[config.mk]
export PLATFORM = sky130hd
export DESIGN_NAME = sprite_scaler
export DESIGN_NICKNAME = d
export VERILOG_FILES = /design/src/rtl/sprite_pkg.sv /design/src/rtl/sprite_line_buf.sv /design/src/rtl/sprite_scaler.sv
export SDC_FILE = /design/constraint.sdc
export NUM_CORES = 1
export LEC_CHECK = 0
export ABC_AREA = 1
export CAP_MARGIN = 20
export CORE_ASPECT_RATIO = 1.1
export CORE_MARGIN = 10
export CORE_UTILIZATION = 35
export DETAILED_ROUTE_END_ITERATION = 6
export PLACE_DENSITY = 0.58
export SYNTH_ARGS = -nofsm -noshare
export SYNTH_HDL_FRONTEND = slang
export SYNTH_SLANG_ARGS = --single-unit
[constraint.sdc]
create_clock -name clk -period 3.4 [get_ports clk]
set_input_delay 0.68 -clock clk [delete_from_list [all_inputs] [get_ports clk]]
set_output_delay 0.68 -clock clk [all_outputs]
set_load 0.02 [all_outputs]
[src/rtl/sprite_pkg.sv]
// sprite_pkg
// Shared constants and types for the sprite scaler slice.
//   DEF_*      default sprite geometry and colour depth
//   pixel_t    colour value at the default depth (0 = transparent)
//   cnt_width  bits needed to hold 0..range-1, never less than 1
package sprite_pkg;

  localparam int DEF_WIDTH  = 8;
  localparam int DEF_HEIGHT = 8;
  localparam int DEF_BPP    = 2;
  localparam int DEF_SCALE  = 8;

  typedef logic [DEF_BPP-1:0] pixel_t;

  function automatic int cnt_width(input int range);
    return (range < 2) ? 1 : $clog2(range);
  endfunction

endpackage

[src/rtl/sprite_line_buf.sv]
// sprite_line_buf
// Circular shift register holding one sprite row, WIDTH pixels of BPP bits.
// Pixel 0 sits at the head. Each shift moves every pixel one place toward
// the head; the tail takes either data_in or the pixel leaving the head.
// Ports:
//   clk, reset  clock and asynchronous active-high reset (clears contents)
//   shift       advance by one pixel this cycle
//   load_sel    1: tail loads data_in, 0: tail loads the old head (rotate)
//   data_in     new pixel for the tail
//   head        pixel currently at the head
module sprite_line_buf
  import sprite_pkg::*;
#(
  parameter int WIDTH = DEF_WIDTH,
  parameter int BPP   = DEF_BPP
) (
  input  logic           clk,
  input  logic           reset,
  input  logic           shift,
  input  logic           load_sel,
  input  logic [BPP-1:0] data_in,
  output logic [BPP-1:0] head
);

  logic [WIDTH*BPP-1:0] mem;
  logic [BPP-1:0]       tail;

  assign head = mem[BPP-1:0];
  assign tail = load_sel ? data_in : head;

  always_ff @(posedge clk or posedge reset) begin
    if (reset) begin
      mem <= '0;
    end else if (shift) begin
      mem <= {tail, mem[WIDTH*BPP-1:BPP]};
    end
  end

endmodule

[src/rtl/sprite_scaler.sv]
// sprite_scaler
// Magnifies a WIDTH x HEIGHT sprite by SCALE in both directions. The first
// display line of each sprite row pulls pixels from an external shift
// register and captures them in a line buffer; the remaining SCALE-1 lines
// of that row replay the buffer, so the external register advances exactly
// WIDTH times per sprite row.
// Ports:
//   clk, reset    clock and asynchronous active-high reset
//   frame_start   restart the sprite at row 0
//   line_start    pulse ahead of each display line that overlaps the sprite
//   pixel_valid   current display pixel lies inside the sprite area
//   sprite_data   head pixel of the external sprite register
//   sprite_shift  advance the external sprite register
//   sprite_pixel  colour of the current display pixel (0 outside/after sprite)
//   pixel_opaque  sprite_pixel is non-zero
//   sprite_done   all sprite rows consumed since frame_start
module sprite_scaler
  import sprite_pkg::*;
#(
  parameter int WIDTH  = DEF_WIDTH,
  parameter int HEIGHT = DEF_HEIGHT,
  parameter int BPP    = DEF_BPP,
  parameter int SCALE  = DEF_SCALE
) (
  input  logic           clk,
  input  logic           reset,
  input  logic           frame_start,
  input  logic           line_start,
  input  logic           pixel_valid,
  input  logic [BPP-1:0] sprite_data,
  output logic           sprite_shift,
  output logic [BPP-1:0] sprite_pixel,
  output logic           pixel_opaque,
  output logic           sprite_done
);

  localparam int SW = cnt_width(SCALE);
  localparam int RW = cnt_width(HEIGHT + 1);
  localparam logic [SW-1:0] SUB_MAX = SW'(SCALE - 1);
  localparam logic [RW-1:0] ROW_END = RW'(HEIGHT);

  logic [SW-1:0]  x_sub;
  logic [SW-1:0]  y_sub;
  logic [RW-1:0]  row;
  logic           first_pending;
  logic           done;
  logic           fresh;
  logic           step;
  logic [BPP-1:0] buf_head;
  logic [BPP-1:0] pix;

  assign done  = (row == ROW_END);
  assign fresh = (y_sub == '0) && !done;
  assign step  = pixel_valid && (x_sub == SUB_MAX) && !done;

  assign pix          = (done || !pixel_valid) ? '0 : (fresh ? sprite_data : buf_head);
  assign sprite_pixel = pix;
  assign pixel_opaque = (|pix) && !done;
  assign sprite_shift = step && fresh;
  assign sprite_done  = done;

  // Horizontal sub-pixel position within the current sprite pixel.
  always_ff @(posedge clk or posedge reset) begin
    if (reset) begin
      x_sub <= '0;
    end else if (frame_start || line_start) begin
      x_sub <= '0;
    end else if (pixel_valid) begin
      x_sub <= (x_sub == SUB_MAX) ? '0 : x_sub + 1'b1;
    end
  end

  // Vertical position. The first line_start after frame_start only arms the
  // sprite (first_pending) so that line becomes the fresh line of row 0.
  always_ff @(posedge clk or posedge reset) begin
    if (reset) begin
      y_sub         <= '0;
      row           <= '0;
      first_pending <= 1'b0;
    end else if (frame_start) begin
      y_sub         <= '0;
      row           <= '0;
      first_pending <= 1'b1;
    end else if (line_start) begin
      if (first_pending) begin
        first_pending <= 1'b0;
      end else if (y_sub == SUB_MAX) begin
        y_sub <= '0;
        if (row != ROW_END) begin
          row <= row + 1'b1;
        end
      end else begin
        y_sub <= y_sub + 1'b1;
      end
    end
  end

  // Fresh lines capture sprite_data; repeat lines rotate the stored row.
  sprite_line_buf #(
    .WIDTH (WIDTH),
    .BPP   (BPP)
  ) u_line_buf (
    .clk      (clk),
    .reset    (reset),
    .shift    (step),
    .load_sel (fresh),
    .data_in  (sprite_data),
    .head     (buf_head)
  );

endmodule

==> After elaboration in Yosys (flattened, before gate mapping) <==
Index checks and enable logic that the tools add are counted.
{ "totals": {"regBits": 27, "latchBits": 0, "ram_bits": 0, "romBits": 0, "output_inout_bits": 5, "elab_cells": 46, "memories": 0} }
{ "op_classes": {"add_sub_neg": 3, "mul": 0, "n_div": 0, "order_cmp": 0, "eq_ne": 5, "shifts": 0, "mux": 16, "n_bitwise": 0, "n_reduce_logical": 17} }
{ "op_table": {"columns": ["operator", "count"], "rows": [
  ["two-way mux 3 bit", 7],
  ["two-way mux 4 bit", 5],
  ["nonzero test 2 bit", 4],
  ["adder 3 x 1 -> 3 bit, second input constant", 2],
  ["equality test 3 bit, second input constant", 2],
  ["logical AND 1 bit", 5],
  ["adder 4 x 1 -> 4 bit, second input constant", 1],
  ["equality test 4 bit, second input constant", 1],
  ["two-way mux 2 bit", 2],
  ["inequality test 4 bit, second input constant", 1],
  ["AND reduction 4 bit", 1],
  ["logical NOT 3 bit", 1],
  ["logical NOT 1 bit", 2],
  ["logical OR 1 bit", 2],
  ["two-way mux 1 bit", 2],
  ["inequality test 2 bit, second input constant", 1],
  ["AND reduction 2 bit", 1],
  ["OR reduction 2 bit", 1]
]} }

==> Logic depth before layout (Yosys ltp) <==
{ "logic_depth": {"word_depth": 7, "depth_mapped": 9, "depth_no_buf": 8} }

==> Cells and area by module <==
A second synthesis with hierarchy kept.
{ "hier_totals": {"cells_unflattened": 167, "hier_area_um2": 1382.6} }
{ "modules_own_cells": {"columns": ["mod", "instances", "cells_per_inst", "area_each_um2", "seq_area_each_um2"], "rows": [
  ["sprite_scaler", 1, 94, 694.4, 275.3],
  ["sprite_line_buf", 1, 73, 688.2, 400.4]
]} }

==> Worst setup path after synthesis <==
Ideal clock, no wire load.
{ "synth_path": {"path_kind": "flip-flop to output port", "from": "register row[0]", "to": "output port sprite_shift", "t_arrival_ps": 1370, "setup_slack_ps": 1350, "path_stages_with_launch": 9, "path_cell_list": "dfrtp_1 inv_1 ha_1 nand3_4 nand2_4 nor2_8 inv_6 buf_6 nor2_2"} }
{ "synth_between": {"elab_chain_cells": 4} }
{ "synth_lines": {"columns": ["item", "line", "source"], "rows": [
  ["start, declared", "sprite_scaler.sv:44", "logic [RW-1:0] row;"],
  ["start signal, assigned", "sprite_scaler.sv:90", "row <= row + 1'b1;"],
  ["equality test 4 bit *", "sprite_scaler.sv:52", "assign done = (row == ROW_END);"],
  ["logical NOT 1 bit *", "sprite_scaler.sv:53, sprite_scaler.sv:54", null],
  ["logical AND 1 bit (on tied branches)", "sprite_scaler.sv:54, sprite_scaler.sv:53", null],
  ["logical AND 1 bit *", "sprite_scaler.sv:59", "assign sprite_shift = step && fresh;"],
  ["end, declared", "sprite_scaler.sv:31", "output logic sprite_shift,"]
]} }
Every way passes the cells marked *; elsewhere a longest branch is shown, timed or not.

==> Worst setup path in the final report <==
{ "layout_path": {"from": "input port pixel_valid", "to": "output port sprite_shift"} }
{ "layout_between": {"elab_chain_cells": 3} }
{ "layout_lines": {"columns": ["item", "line", "source"], "rows": [
  ["start, declared", "sprite_scaler.sv:29", "input logic pixel_valid,"],
  ["logical AND 1 bit (2 in series)", "sprite_scaler.sv:54", "assign step = pixel_valid && (x_sub == SUB_MAX) && !done;"],
  ["logical AND 1 bit", "sprite_scaler.sv:59", null]
]} }
No other way between the ends.

==> run metrics <==
outcome completed; type of the most critical hold path flip-flop to flip-flop; clk buf depth 2; RSZ-0062 raised after global routing no; largest family of logic cells by synthesized area simple AND/OR/NAND/NOR gates; Die X 78.8 um; DRC viols 0; Iter 0 DRT Violations 66; Post-CTS Resized 0; Simple-Gate Fraction of Synth Area 29.2%; minimum clock period a little under 3 ns; Die Y around 85 um; CP Max Fanout 15; Netlist cell types 20; IO Pins 12; Synth Cell Area 1330 um2; Synth Area in Adders 6.57%; clk_lat worst skew 0.27 ns; largest cells by area after synthesis dfrtp_1, nand2_1, ha_1, inv_1, nand3_1; CORE AREA 3650 um2; Synth top cells by count nand2_1, dfrtp_1, inv_1; count leader, synth nand2_1; CP Launch Type input pin; Syn Nets 171; crit path DAT approximately 2.3 ns; clk_skew about 0.0057 ns; maximum VDD drop 0.000279 V; fin nets between 150 and 200; share of cells above drive strength 1 7.56%; max-cap violations 0; starting density of the core 36.5%; floorplan row count 23; final hold vios 0; Routed WL 2350 um; CTS tree built; syn_area_per_cell between 8 and 9 um2; max frequency 340 MHz; number of detailed-route iterations in the first pass 4; largest net degree at the start of global routing 28; cell count after synthesis 157; warnings from Yosys 0; htree depth 1; Worst slew margin ~63%; Worst Setup Path Type input pin to primary output; via count about 980; Lkg Pwr 0.000827 uW; Post-synth EDFFs 0; xor-xnor portion of the synthesized cell area 0.657%; post-CTS setup buffers 0; initial antenna violation count 0; antenna cells 0; area of the die 6680 um2; register area share after synthesis 50.7%; hpwl dp between 1500 and 2000 um; Primary FF master, synth dfrtp_1; vias in the first global route around 1000; WL per Instance 10.6 um; Num CTS Buffers 3; area leader, netlist dfrtp_1; Setup Viol. Count Final 0; all-layer global routing usage 7.46%; Synth top area share 50.7%; max-slew violations 0; # hold bufs at CTS 0; vias per cell 4.43; post-synthesis compound-gate area fraction 5.16%; Worst Tran Pin Value roughly 0.55 ns; worst path required time 2.72 ns; synthesized flop and latch total 27; CTS Root Cell clkbuf_8; Worst-path clk slew ~0.090 ns; Sum Neg Setup Slack 0 ns; Area Overhead vs Synth 16.6%; CP Capture Type primary output; PwrDens about 390 nW/um2; Async S/R FF share, synth 100%; period utilization roughly 86%; post-synthesis mux area share 0%; input/output buffers 11; post-layout util 42.5%; antenna-violating nets left 0; first-pass GRT wire length 4170 um; GR Overflow Total 0; global placement routability congestion ~0.75; CTS sink count 27
[report_power, final]
part	switching, uW	total [uW]	leakage, uW	internal, uW
registers	12.7	345	0.000359	332
logic	50.0	83.8	0.000446	33.8
clock network	99.0	182	0.0000217	83.1
total	162	611	0.000827	449
[sequential cells by signal, summed over array words and instances, names as in the netlist]
signal,flops
u_line_buf.mem,16
row,4
x_sub,3
y_sub,3
first_pending,1
[worst max-delay path, cell delays in order]
cell and delay [ns]:
clkdlybuf4s50_1 0.62, nand2_4 0.11, nor2_8 0.11, inv_6 0.07, nor2_2 0.07, clkdlybuf4s50_1 0.60
[metrics by stage]
| stage | hold slack (ns) | setup WS, ns | cells | total power, uW | area, um2 |
|---|---|---|---|---|---|
| global route | 0.498 | 0.361 | 222 | 644 | 1550 |
| floorplan | 0.442 | 1.35 | 157 | 403 | 1330 |
| finish | 0.476 | 0.460 | 222 | 611 | 1550 |
| global placement | 0.460 | 0.479 | 217 | 429 | 1490 |
| CTS | 0.482 | 0.449 | 221 | 619 | 1540 |
| detailed placement | 0.459 | 0.451 | 217 | 435 | 1490 |
[cell usage in the layout, fill, tap and decap left out, types with 2 or more instances in the layout]
| cell type | n |
|---|---|
| ha_1 | 7 |
| nor2_1 | 10 |
| nand2_1 | 60 |
| o21ai_0 | 10 |
| inv_1 | 18 |
| dfrtp_1 | 27 |
| clkbuf_8 | 3 |
| nand3b_1 | 2 |
| clkdlybuf4s50_1 | 11 |
| nand3_1 | 10 |
[layout make-up]
type / instances / area [um2]
inverter: 20 / 80.1
fill: 389 / 2100
tap: 50 / 62.6
timing repair buffer: 13 / 133
multi-input combinational: 108 / 554
clock buffer: 3 / 41.3
clock inverter: 1 / 7.51
sequential: 27 / 676
[worst paths after layout]
kind / startpoint / endpoint / slack [ns] / cells past startpoint
setup / recovery: pixel_valid / sprite_shift / 0.46 / 6
hold / removal: u_line_buf.mem[4] / u_line_buf.mem[4] / 0.48 / 2
setup reg to reg: row[0] / u_line_buf.mem[15] / 1.88 / 8
hold reg to reg: u_line_buf.mem[4] / u_line_buf.mem[4] / 0.48 / 2
max in group asynchronous: reset / u_line_buf.mem[14] / 2.17 / 3
min in group asynchronous: reset / u_line_buf.mem[12] / 0.75 / 2
[cells by family (layout without fill, tap and decap cells)]
group / Yosys count / in the layout
fa+ha+maj: 7 / 7
flops: 27 / 27
simple gates: 87 / 87
compound gates: 13 / 13
buf+inv: 22 / 37
xor+xnor: 1 / 1
[routing by layer]
layer / vias up / global-route usage [%] / part of all wire (%)
li1: 515 / - / -
met1: 458 / 7.41 / 44
met2: 11 / 13.8 / 51
met3: 0 / 3.30 / 4.6
met4: 0 / 1.63 / 0
met5: - / 0 / 0
Note: power is estimated with default switching activity, not from simulation.
